## config.mk

```make
export PLATFORM = sky130hd
export DESIGN_NAME = mycpu_div_flat
export DESIGN_NICKNAME = d
export VERILOG_FILES = /design/src/rtl/mycpu_div_if.sv /design/src/rtl/mycpu_div.sv /design/src/flat_wrapper.sv
export SDC_FILE = /design/constraint.sdc
export NUM_CORES = 1
export LEC_CHECK = 0
export CAP_MARGIN = 15
export CORE_AREA = 2 2 148 150
export DETAILED_ROUTE_END_ITERATION = 7
export DIE_AREA = 0 0 150 152
export PLACE_DENSITY = 0.75
export SLEW_MARGIN = 30
export SYNTH_ARGS = -nofsm -noshare
export SYNTH_HDL_FRONTEND = slang
export SYNTH_SLANG_ARGS = --single-unit
```

## constraint.sdc

```tcl
create_clock -name clk -period 4 [get_ports clk]
set_input_delay 1 -clock clk [delete_from_list [all_inputs] [get_ports clk]]
set_output_delay 1 -clock clk [all_outputs]
set_load 0.005 [all_outputs]
```

## src/rtl/mycpu_div_if.sv

```systemverilog
// mycpu_div_if: operand/result handshake bundle between the execute stage and the iterative divider.
//   master (pipeline): drives in_valid, div_signed, A, B, cancel, out_ready
//   slave  (divider) : drives in_ready, out_valid, quotient, remainder
interface mycpu_div_if #(
    parameter int DATA_WIDTH = 32
);
    logic                  in_valid;
    logic                  in_ready;
    logic                  div_signed;
    logic [DATA_WIDTH-1:0] A;
    logic [DATA_WIDTH-1:0] B;
    logic                  cancel;
    logic                  out_valid;
    logic                  out_ready;
    logic [DATA_WIDTH-1:0] quotient;
    logic [DATA_WIDTH-1:0] remainder;

    modport master (
        output in_valid, div_signed, A, B, cancel, out_ready,
        input  in_ready, out_valid, quotient, remainder
    );

    modport slave (
        input  in_valid, div_signed, A, B, cancel, out_ready,
        output in_ready, out_valid, quotient, remainder
    );
endinterface

```

## src/rtl/mycpu_div.sv

```systemverilog
// mycpu_div: radix-2 restoring divider for MIPS DIV/DIVU, 32 iterations plus one fix-up cycle.
//   clk   : clock, all state on rising edge
//   reset : synchronous active-high reset
//   bus   : mycpu_div_if.slave -- operand handshake (in_valid/in_ready/div_signed/A/B),
//           abort (cancel), result handshake (out_valid/out_ready/quotient/remainder)
module mycpu_div #(
    parameter int DATA_WIDTH = 32
) (
    input logic        clk,
    input logic        reset,
    mycpu_div_if.slave bus
);
    localparam int W = DATA_WIDTH;
    localparam logic [1:0] IDLE = 2'd0;
    localparam logic [1:0] BUSY = 2'd1;
    localparam logic [1:0] DONE = 2'd2;

    logic [1:0]   state_q, state_d;
    logic [5:0]   cnt_q, cnt_d;
    logic [W-1:0] rem_q, rem_d;
    logic [W-1:0] dvd_q, dvd_d;
    logic [W-1:0] dsor_q, dsor_d;
    logic         negq_q, negq_d;
    logic         negr_q, negr_d;
    logic         dz_q, dz_d;
    logic [W-1:0] quot_q, quot_d;
    logic [W-1:0] remd_q, remd_d;
    logic [W:0]   trial;

    assign bus.in_ready  = state_q == IDLE;
    assign bus.out_valid = state_q == DONE;
    assign bus.quotient  = quot_q;
    assign bus.remainder = remd_q;

    // Trial subtract of the shifted-in partial remainder; trial[W] is the borrow.
    assign trial = {rem_q, dvd_q[W-1]} - {1'b0, dsor_q};

    always_comb begin
        state_d = state_q;
        cnt_d   = cnt_q;
        rem_d   = rem_q;
        dvd_d   = dvd_q;
        dsor_d  = dsor_q;
        negq_d  = negq_q;
        negr_d  = negr_q;
        dz_d    = dz_q;
        quot_d  = quot_q;
        remd_d  = remd_q;
        if (bus.cancel) begin
            state_d = IDLE;
        end else if (state_q == IDLE) begin
            if (bus.in_valid) begin
                state_d = BUSY;
                cnt_d   = '0;
                rem_d   = '0;
                dvd_d   = (bus.div_signed && bus.A[W-1]) ? -bus.A : bus.A;
                dsor_d  = (bus.div_signed && bus.B[W-1]) ? -bus.B : bus.B;
                negq_d  = bus.div_signed && (bus.A[W-1] ^ bus.B[W-1]);
                negr_d  = bus.div_signed && bus.A[W-1];
                dz_d    = bus.B == '0;
            end
        end else if (state_q == BUSY) begin
            if (cnt_q == 6'(W)) begin
                state_d = DONE;
                // With a zero divisor every trial succeeds, so the remainder path already
                // reconstructs the original A; only the quotient needs forcing.
                quot_d  = dz_q ? '1 : (negq_q ? -dvd_q : dvd_q);
                remd_d  = negr_q ? -rem_q : rem_q;
            end else begin
                cnt_d = cnt_q + 6'd1;
                rem_d = trial[W] ? {rem_q[W-2:0], dvd_q[W-1]} : trial[W-1:0];
                dvd_d = {dvd_q[W-2:0], ~trial[W]};
            end
        end else if (state_q == DONE) begin
            state_d = bus.out_ready ? IDLE : DONE;
        end else begin
            state_d = IDLE;
        end
    end

    always_ff @(posedge clk) begin
        if (reset) begin
            state_q <= IDLE;
            cnt_q   <= '0;
            rem_q   <= '0;
            dvd_q   <= '0;
            dsor_q  <= '0;
            negq_q  <= 1'b0;
            negr_q  <= 1'b0;
            dz_q    <= 1'b0;
            quot_q  <= '0;
            remd_q  <= '0;
        end else begin
            state_q <= state_d;
            cnt_q   <= cnt_d;
            rem_q   <= rem_d;
            dvd_q   <= dvd_d;
            dsor_q  <= dsor_d;
            negq_q  <= negq_d;
            negr_q  <= negr_d;
            dz_q    <= dz_d;
            quot_q  <= quot_d;
            remd_q  <= remd_d;
        end
    end
endmodule
```

## src/flat_wrapper.sv

```systemverilog
// flat-port wrapper written by rule: the top's interface ports become plain ports
module mycpu_div_flat 
#(
    parameter int DATA_WIDTH = 32
)
  (clk, reset, bus_in_valid, bus_div_signed, bus_A, bus_B, bus_cancel, bus_out_ready, bus_in_ready, bus_out_valid, bus_quotient, bus_remainder);
  mycpu_div_if #(.DATA_WIDTH(DATA_WIDTH)) bus_i ();
  input logic clk;
  input logic reset;
  input wire logic [$bits(bus_i.in_valid)-1:0] bus_in_valid;
  input wire logic [$bits(bus_i.div_signed)-1:0] bus_div_signed;
  input wire logic [$bits(bus_i.A)-1:0] bus_A;
  input wire logic [$bits(bus_i.B)-1:0] bus_B;
  input wire logic [$bits(bus_i.cancel)-1:0] bus_cancel;
  input wire logic [$bits(bus_i.out_ready)-1:0] bus_out_ready;
  output wire logic [$bits(bus_i.in_ready)-1:0] bus_in_ready;
  output wire logic [$bits(bus_i.out_valid)-1:0] bus_out_valid;
  output wire logic [$bits(bus_i.quotient)-1:0] bus_quotient;
  output wire logic [$bits(bus_i.remainder)-1:0] bus_remainder;
  assign bus_i.in_valid = bus_in_valid;
  assign bus_i.div_signed = bus_div_signed;
  assign bus_i.A = bus_A;
  assign bus_i.B = bus_B;
  assign bus_i.cancel = bus_cancel;
  assign bus_i.out_ready = bus_out_ready;
  assign bus_in_ready = bus_i.in_ready;
  assign bus_out_valid = bus_i.out_valid;
  assign bus_quotient = bus_i.quotient;
  assign bus_remainder = bus_i.remainder;
  mycpu_div #(.DATA_WIDTH(DATA_WIDTH)) u_core (.clk(clk), .reset(reset), .bus(bus_i));
endmodule
```

==> results of run 1 <==
-- kinds of logic (layout without fill, tap and decap cells) --
logic type / count (synthesis) / count (layout) / synth area share
compound gates: 360 / 360 / 0.2267
buf+inv: 128 / 256 / 0.04644
mux: 28 / 28 / 0.02688
xor+xnor: 146 / 146 / 0.1234
simple gates: 456 / 456 / 0.2008
flops: 171 / 171 / 0.3283
fa+ha+maj: 39 / 39 / 0.04752
-- per-layer routing --
layer / GRT usage / up-vias / wire, um
li1: - / 4988 / -
met1: 0.3256 / 4679 / 12300
met2: 0.4257 / 342 / 13760
met3: 0.03814 / 45 / 1824
met4: 0.08760 / 0 / 760
met5: 0 / - / 0
-- power by group through the flow --
stage | Combinational (mW) | Clock (mW) | Sequential (mW)
floorplan | 0.424 | 0 | 1.81
finish | 0.645 | 1.80 | 1.79
global placement | 0.624 | 0 | 1.82
global route | 0.712 | 1.87 | 1.79
detailed placement | 0.635 | 0 | 1.83
CTS | 0.639 | 1.80 | 1.79
-- Yosys cell counts, types with 8 or more instances --
master,number
a21oi_1,54
or4_1,10
xnor2_1,60
nand3_1,43
o21ai_0,84
nand4_1,8
a211oi_1,66
nand2b_1,12
or3_1,14
xor2_1,85
inv_1,47
a21o_1,18
nor4_1,12
clkbuf_1,73
dfxtp_1,171
nand2_1,162
o22ai_1,16
mux2i_1,28
nor3_1,24
o41ai_1,16
o31ai_1,27
ha_1,38
a31oi_1,36
nor2_1,133
-- cells in the final DEF, fill, tap and decap left out, types with 5 or more instances in the layout --
cell type / count
a211oi_1: 66
a21o_1: 18
a21oi_1: 54
a311oi_1: 7
a31oi_1: 36
and2_1: 5
and3_1: 5
buf_4: 40
clkbuf_16: 17
clkdlybuf4s50_1: 134
dfxtp_1: 170
ha_1: 38
inv_1: 47
mux2i_1: 28
nand2_1: 162
nand2b_1: 12
nand3_1: 43
nand3b_1: 5
nand4_1: 8
nor2_1: 132
nor3_1: 23
nor4_1: 10
o211ai_1: 7
o21ai_0: 84
o22ai_1: 16
o31ai_1: 27
o41ai_1: 15
or2_2: 5
or3_1: 14
or4_1: 10
xnor2_1: 60
xor2_1: 85
-- metrics by stage --
stage	total power, mW	hold slack [ns]
6_report	4.229	0.4586
5_1_grt	4.377	0.4791
4_1_cts	4.229	0.4595
3_5_place_dp	2.460	0.4490
3_3_place_gp	2.448	0.4390
2_1_floorplan	2.234	0.4319
-- layout make-up --
class,instances,area [um2]
clock inverters,13,191.4
clock buffers,19,442.9
well taps,280,350.3
fillers,1957,8517
repair buffers,176,1682
flip-flops and latches,171,3425
multi-input cells,1029,6563
inverters,48,180.2
-- tightest hold or removal path, cell delays in order, from the launching register on --
cell	delay (ns)
dfxtp_1	0.31
nand2_1	0.05
a21oi_1	0.05
-- sequential cells by signal (all words and copies together) (netlist names) --
register,cells
u_core.bus.remainder,32
u_core.negq_q,1
u_core.rem_q,32
u_core.state_q,2
u_core.dvd_q,32
u_core.bus.quotient,32
u_core.negr_q,1
u_core.dz_q,1
u_core.dsor_q,32
u_core.cnt_q,6
-- how the worst max path moves through the flow --
stage,end,slack (ns),cells past startpoint
global route,u_core.dvd_q[29],0.05,11
finish,u_core.dvd_q[29],0.22,11
CTS,u_core.dvd_q[29],0.09,11
global placement,u_core.dvd_q[29],-0.26,11
detailed placement,u_core.dvd_q[29],-0.36,11
floorplan,u_core.dvd_q[29],0.20,10
==> metrics, run 1 <==
outcome complete, no violations; Final Cycle Share 0.9442; Slew Limit Fails 0; combinational share of power 0.153; Synth async-reset ratio 0; port bufs 135; sw frac 0.2694; Critical path buffers and inverters 1; clock tree buffer depth 2; Hold Path Class reg -> reg; CTS root buf clkbuf_16; max_slew headroom 0.3883; post-CTS resize count 0; postcts setup bufs 0; Yosys top cell area share 0.3283; Placer Congestion 0.9258; first-pass GRT wire length 47020 um; RSZ-0062 raised after global routing no; Crit path arrival time 4.13 ns; CTS sink cnt 171; Internal Power 3.089 mW; DRT Pass-1 Iters 5; Crit. End Element register; pwr dens 329.5 nW/um2; row cnt 54; Routed wire per std cell 16.50 um; diode count 0; crit path kind in -> reg; largest net degree at the start of global routing 91; most common flop cell mapped by yosys dfxtp_1; Setup WS post-layout 0.2231 ns; Clk pwr share 0.425; Ys Warns 0; CP Launch Type primary input; min-delay src u_core.bus.remainder[26]; Final Non-Filler Cells 1736; remaining global-route overflow 0; critical register-to-register path startpoint u_core.rem_q[8]; top post-synthesis cells by area dfxtp_1 33%, xor2_1 7.1%, nand2_1 5.8%; power share of the sequential group 0.423; crit path max fanout 4; Synth area leader dfxtp_1; Die X-Extent 150 um; Final Hold Vio Count 0; CTS tree done; drc violations 0; Seq/Total Area, Yosys 0.3283; WHS Path Cells 2; Worst Max-Slew Pin Slew 0.9092 ns; total track usage 0.2519; FF-to-FF setup slack 0.32 ns; Starting Density 0.4883; FF+latch count, synth 171; I/O pin count 136; final worst path period need 3.777 ns; Syn Area/Cell 7.851 um2; FF-to-FF path depth 9; Placed Instances 1704; Mapped Area 10430 um2; WL final 28650 um; crit-path cells clkdlybuf4s50_1, or3_1, or4_1, or4_1, or3_1, nor4_2, nand3b_1, o41ai_2, xnor2_1, nand2_1, a31oi_1; Yosys cell types 62; Req. time, crit path 4.35 ns; hold buffer count at cts 0; cell family with most CP delay simple AND/OR/NAND/NOR gates; full die area 22800 um2; vias per inst 5.791; clock-pin slew on the worst setup and hold paths 0.07 ns; VDD IR max 0.2826 mV; core area 21350 um2; number of DRC violations after detailed-routing iteration 0 704; P&R area growth vs syn 23.09%; share of cells above drive strength 1 0.06799; Layout Nets 1552; Vias 10050; post-layout util 0.6011; die height 152 um; worst skew pair latency 0.44 ns; Post-Syn Instances 1328; post-route cell area 12830 um2; CP max stage delay 0.46 ns; Setup violations, final 0; DP HPWL 20420 um; initial antenna violation count 0; Final ANT Viol Nets 0; sw power 1.139 mW; hold worst-path end u_core.bus.remainder[26]; MaxCap Viol Count 0; worst clock skew 0.01209 ns; leakage power 4.676 nW; setup TNS 0 ns; EDFF count, synth 0; Syn Nets 1437; crit path from bus_A[12]; placed cell area 12180 um2; Peak Freq 0.2648 GHz; number of global-route vias before repair 9428; slowest CP cell or4_1; H-tree levels 4; pre-CTS WS -0.3564 ns; CTS buffer count 17; FF-to-FF End u_core.bus.remainder[31]
Note: power is estimated with default switching activity, not from simulation.
==> run 2, diff against run 1 <==
--- a/config.mk
+++ b/config.mk
@@ -9,6 +9,7 @@
 export CORE_AREA = 2 2 148 150
 export DETAILED_ROUTE_END_ITERATION = 7
 export DIE_AREA = 0 0 150 152
+export GPL_ROUTABILITY_DRIVEN = 0
 export PLACE_DENSITY = 0.75
 export SLEW_MARGIN = 30
 export SYNTH_ARGS = -nofsm -noshare
==> run 2 against run 1 <==
  * Sequential share of layout area rose by 0.076 points
  * Largest power group is now sequential cells
  * Register-to-register slack about the same
  * Count of clock-buffer cells in the layout fell by 2
  * Clock power is 3% lower
  * First-iteration DRC count up 21%
  * Non-clock buffer count fell by 2
  * Routed wire length is 2.2% lower
  * Critical path depth is the same
  * Final cell count fell by 0.12%
  * Critical path type unchanged
  * Die area did not move
  * Maximum frequency fell by 1.0%
==> metrics, run 2 (synthesis results as in run 1) <==
number of global-route vias before repair 9353 (-0.80%); outcome complete, no violations; # fillers 1918 (-2.0%); Tot Pwr 4.174 mW (-1.3%); leakage power 4.659 nW (-0.36%); Final ANT Viol Nets 0 (unchanged); H-tree levels 4 (unchanged); met2 Usage GRT 0.4073 (-0.01848); hold worst-path end u_core.bus.remainder[28]; worst skew pair latency 0.44 ns (about the same); VDD IR max 0.2660 mV (-5.9%); most frequent cells in the layout 170 x dfxtp_1, 162 x nand2_1, 134 x clkdlybuf4s50_1; port bufs 135 (unchanged); Hold Path Class reg -> reg; I/O pin count 136 (unchanged); number of DRC violations after detailed-routing iteration 0 855 (+21%); Clk pwr share 0.418 (-0.007); CP Launch Type primary input; initial antenna violation count 0 (unchanged); Internal Power 3.014 mW (-2.4%); setup TNS 0 ns (unchanged); Final Non-Filler Cells 1734 (-0.12%); commonest non-fill, non-tap cell in the layout dfxtp_1; RSZ-0062 raised after global routing no; Final Hold Vio Count 0 (unchanged); die height 152 um (unchanged); P&R area growth vs syn 22.74%; core area 21350 um2 (unchanged); drc violations 0 (unchanged); first-pass GRT wire length 46690 um (-0.72%); hold buffer count at cts 0 (unchanged); clock-pin slew on the worst setup and hold paths 0.07 ns (about the same); diode count 0 (unchanged); DRT Pass-1 Iters 5 (unchanged); pwr dens 326.2 nW/um2 (-1.0%); sw power 1.160 mW (+1.8%); WL final 28010 um (-2.2%); Placed Instances 1702 (-0.12%); worst hold-check slack 0.4586 ns (-0.000002000 ns); Peak Freq 0.2621 GHz (-1.0%); critical register-to-register path startpoint u_core.rem_q[8]; final worst path period need 3.815 ns (+0.03826 ns); Crit. End Element register; Starting Density 0.4883 (unchanged); GRT busiest layer met2; Crit path arrival time 4.18 ns (+0.05 ns); Die X-Extent 150 um (unchanged); post-route cell area 12800 um2 (-0.28%); crit path kind in -> reg; min-delay src u_core.bus.remainder[28]; FF-to-FF End u_core.bus.remainder[29]; Layout Nets 1550 (-0.13%); sw frac 0.2779 (+0.008446); Vias 10000 (-0.53%); max_slew headroom 0.3881 (about the same); full die area 22800 um2 (unchanged); vias per inst 5.768 (-0.41%); worst clock skew 0.009286 ns (-0.002805 ns); CTS sink cnt 171 (unchanged); crit path max fanout 4 (unchanged); Routed wire per std cell 16.15 um (-2.1%); DP HPWL 19960 um (-2.2%); power share of the sequential group 0.428 (+0.005); FF-to-FF setup slack 0.32 ns (about the same); CTS root buf clkbuf_16; placed cell area 12180 um2 (about the same); total track usage 0.2486 (-0.003288); grt met1 use 0.3276 (+0.002048); met3 GRT Util 0.03904 (+0.0009009); Final Cycle Share 0.9538 (+0.009566); clock tree buffer depth 2 (unchanged); row cnt 54 (unchanged); share of cells above drive strength 1 0.06602 (-0.001970); Setup violations, final 0 (unchanged); CTS buffer count 17 (unchanged); Req. time, crit path 4.37 ns (+0.02 ns); WHS Path Cells 2 (unchanged); FF-to-FF path depth 10 (+1); combinational share of power 0.153 (about the same); CTS tree done; remaining global-route overflow 0 (unchanged); largest net degree at the start of global routing 91 (unchanged); MaxCap Viol Count 0 (unchanged); Slew Limit Fails 0 (unchanged); Worst Max-Slew Pin Slew 0.9166 ns (+0.007423 ns)
==> run 2: changes by cell type in the layout (fill, tap and decap cells not counted), sizes merged <==
| cell | change |
|---|---|
| inv | +3 |
| bufinv | -1 |
| clkbuf | -2 |
| buf | -2 |
==> run 2: power groups by stage <==
stage | registers (mW) | clock network [mW] | logic [mW]
2_1_floorplan | 1.81 | 0 | 0.424
3_3_place_gp | 1.82 | 0 | 0.620
3_5_place_dp | 1.83 | 0 | 0.630
4_1_cts | 1.79 | 1.76 | 0.636
5_1_grt | 1.79 | 1.84 | 0.707
6_report | 1.79 | 1.75 | 0.641
==> run 2: layer usage <==
metal	up-vias	routed length [um]
met5	-	0
met4	0	800
met3	62	1534
met2	314	13260
met1	4635	12410
li1	4990	-
==> run 2: critical path, stage by stage <==
cell             delay [ns]
clkdlybuf4s50_1        0.42
or3_1                  0.39
or4_1                  0.47
or4_1                  0.44
or3_1                  0.37
nor4_1                 0.26
nand3b_1               0.20
o41ai_2                0.28
xnor2_1                0.16
nand2_1                0.07
a31oi_1                0.12
==> run 2: worst max path at each step <==
stage                    from          endpoint  depth (start not counted)
global route        bus_A[12]  u_core.dvd_q[29]                         11
detailed placement  bus_A[12]  u_core.dvd_q[29]                         11
CTS                 bus_A[12]  u_core.dvd_q[29]                         11
global placement    bus_A[12]  u_core.dvd_q[29]                         11
floorplan           bus_A[12]  u_core.dvd_q[29]                         10
finish              bus_A[12]  u_core.dvd_q[29]                         11
==> run 2: layout make-up <==
cell class | instances | area [um2] | area share
Multi-Input combinational cell | 1029 | 6550 | 0.5118
Clock buffer | 17 | 425.4 | 0.03324
Inverter | 48 | 180.2 | 0.01408
Clock inverter | 15 | 187.7 | 0.01467
Sequential cell | 171 | 3425 | 0.2676
Tap cell | 280 | 350.3 | 0.02738
Timing Repair Buffer | 174 | 1679 | 0.1312
==> run 2: through the flow <==
| stage | setup WS, ns | utilization |
|---|---|---|
| finish | 0.1849 | 0.5994 |
| global route | 0.04339 | 0.5994 |
| CTS | 0.09876 | 0.5990 |
| detailed placement | -0.3412 | 0.5703 |
| global placement | -0.2588 | 0.5703 |
| floorplan | 0.1958 | - |
==> run 2: repair_timing <==
| item | CTS | global route |
|---|---|---|
| endpoints found under the setup margin | 0 | 11 |
| resized for setup | 0 | 2 |
| setup buffers | 0 | 0 |
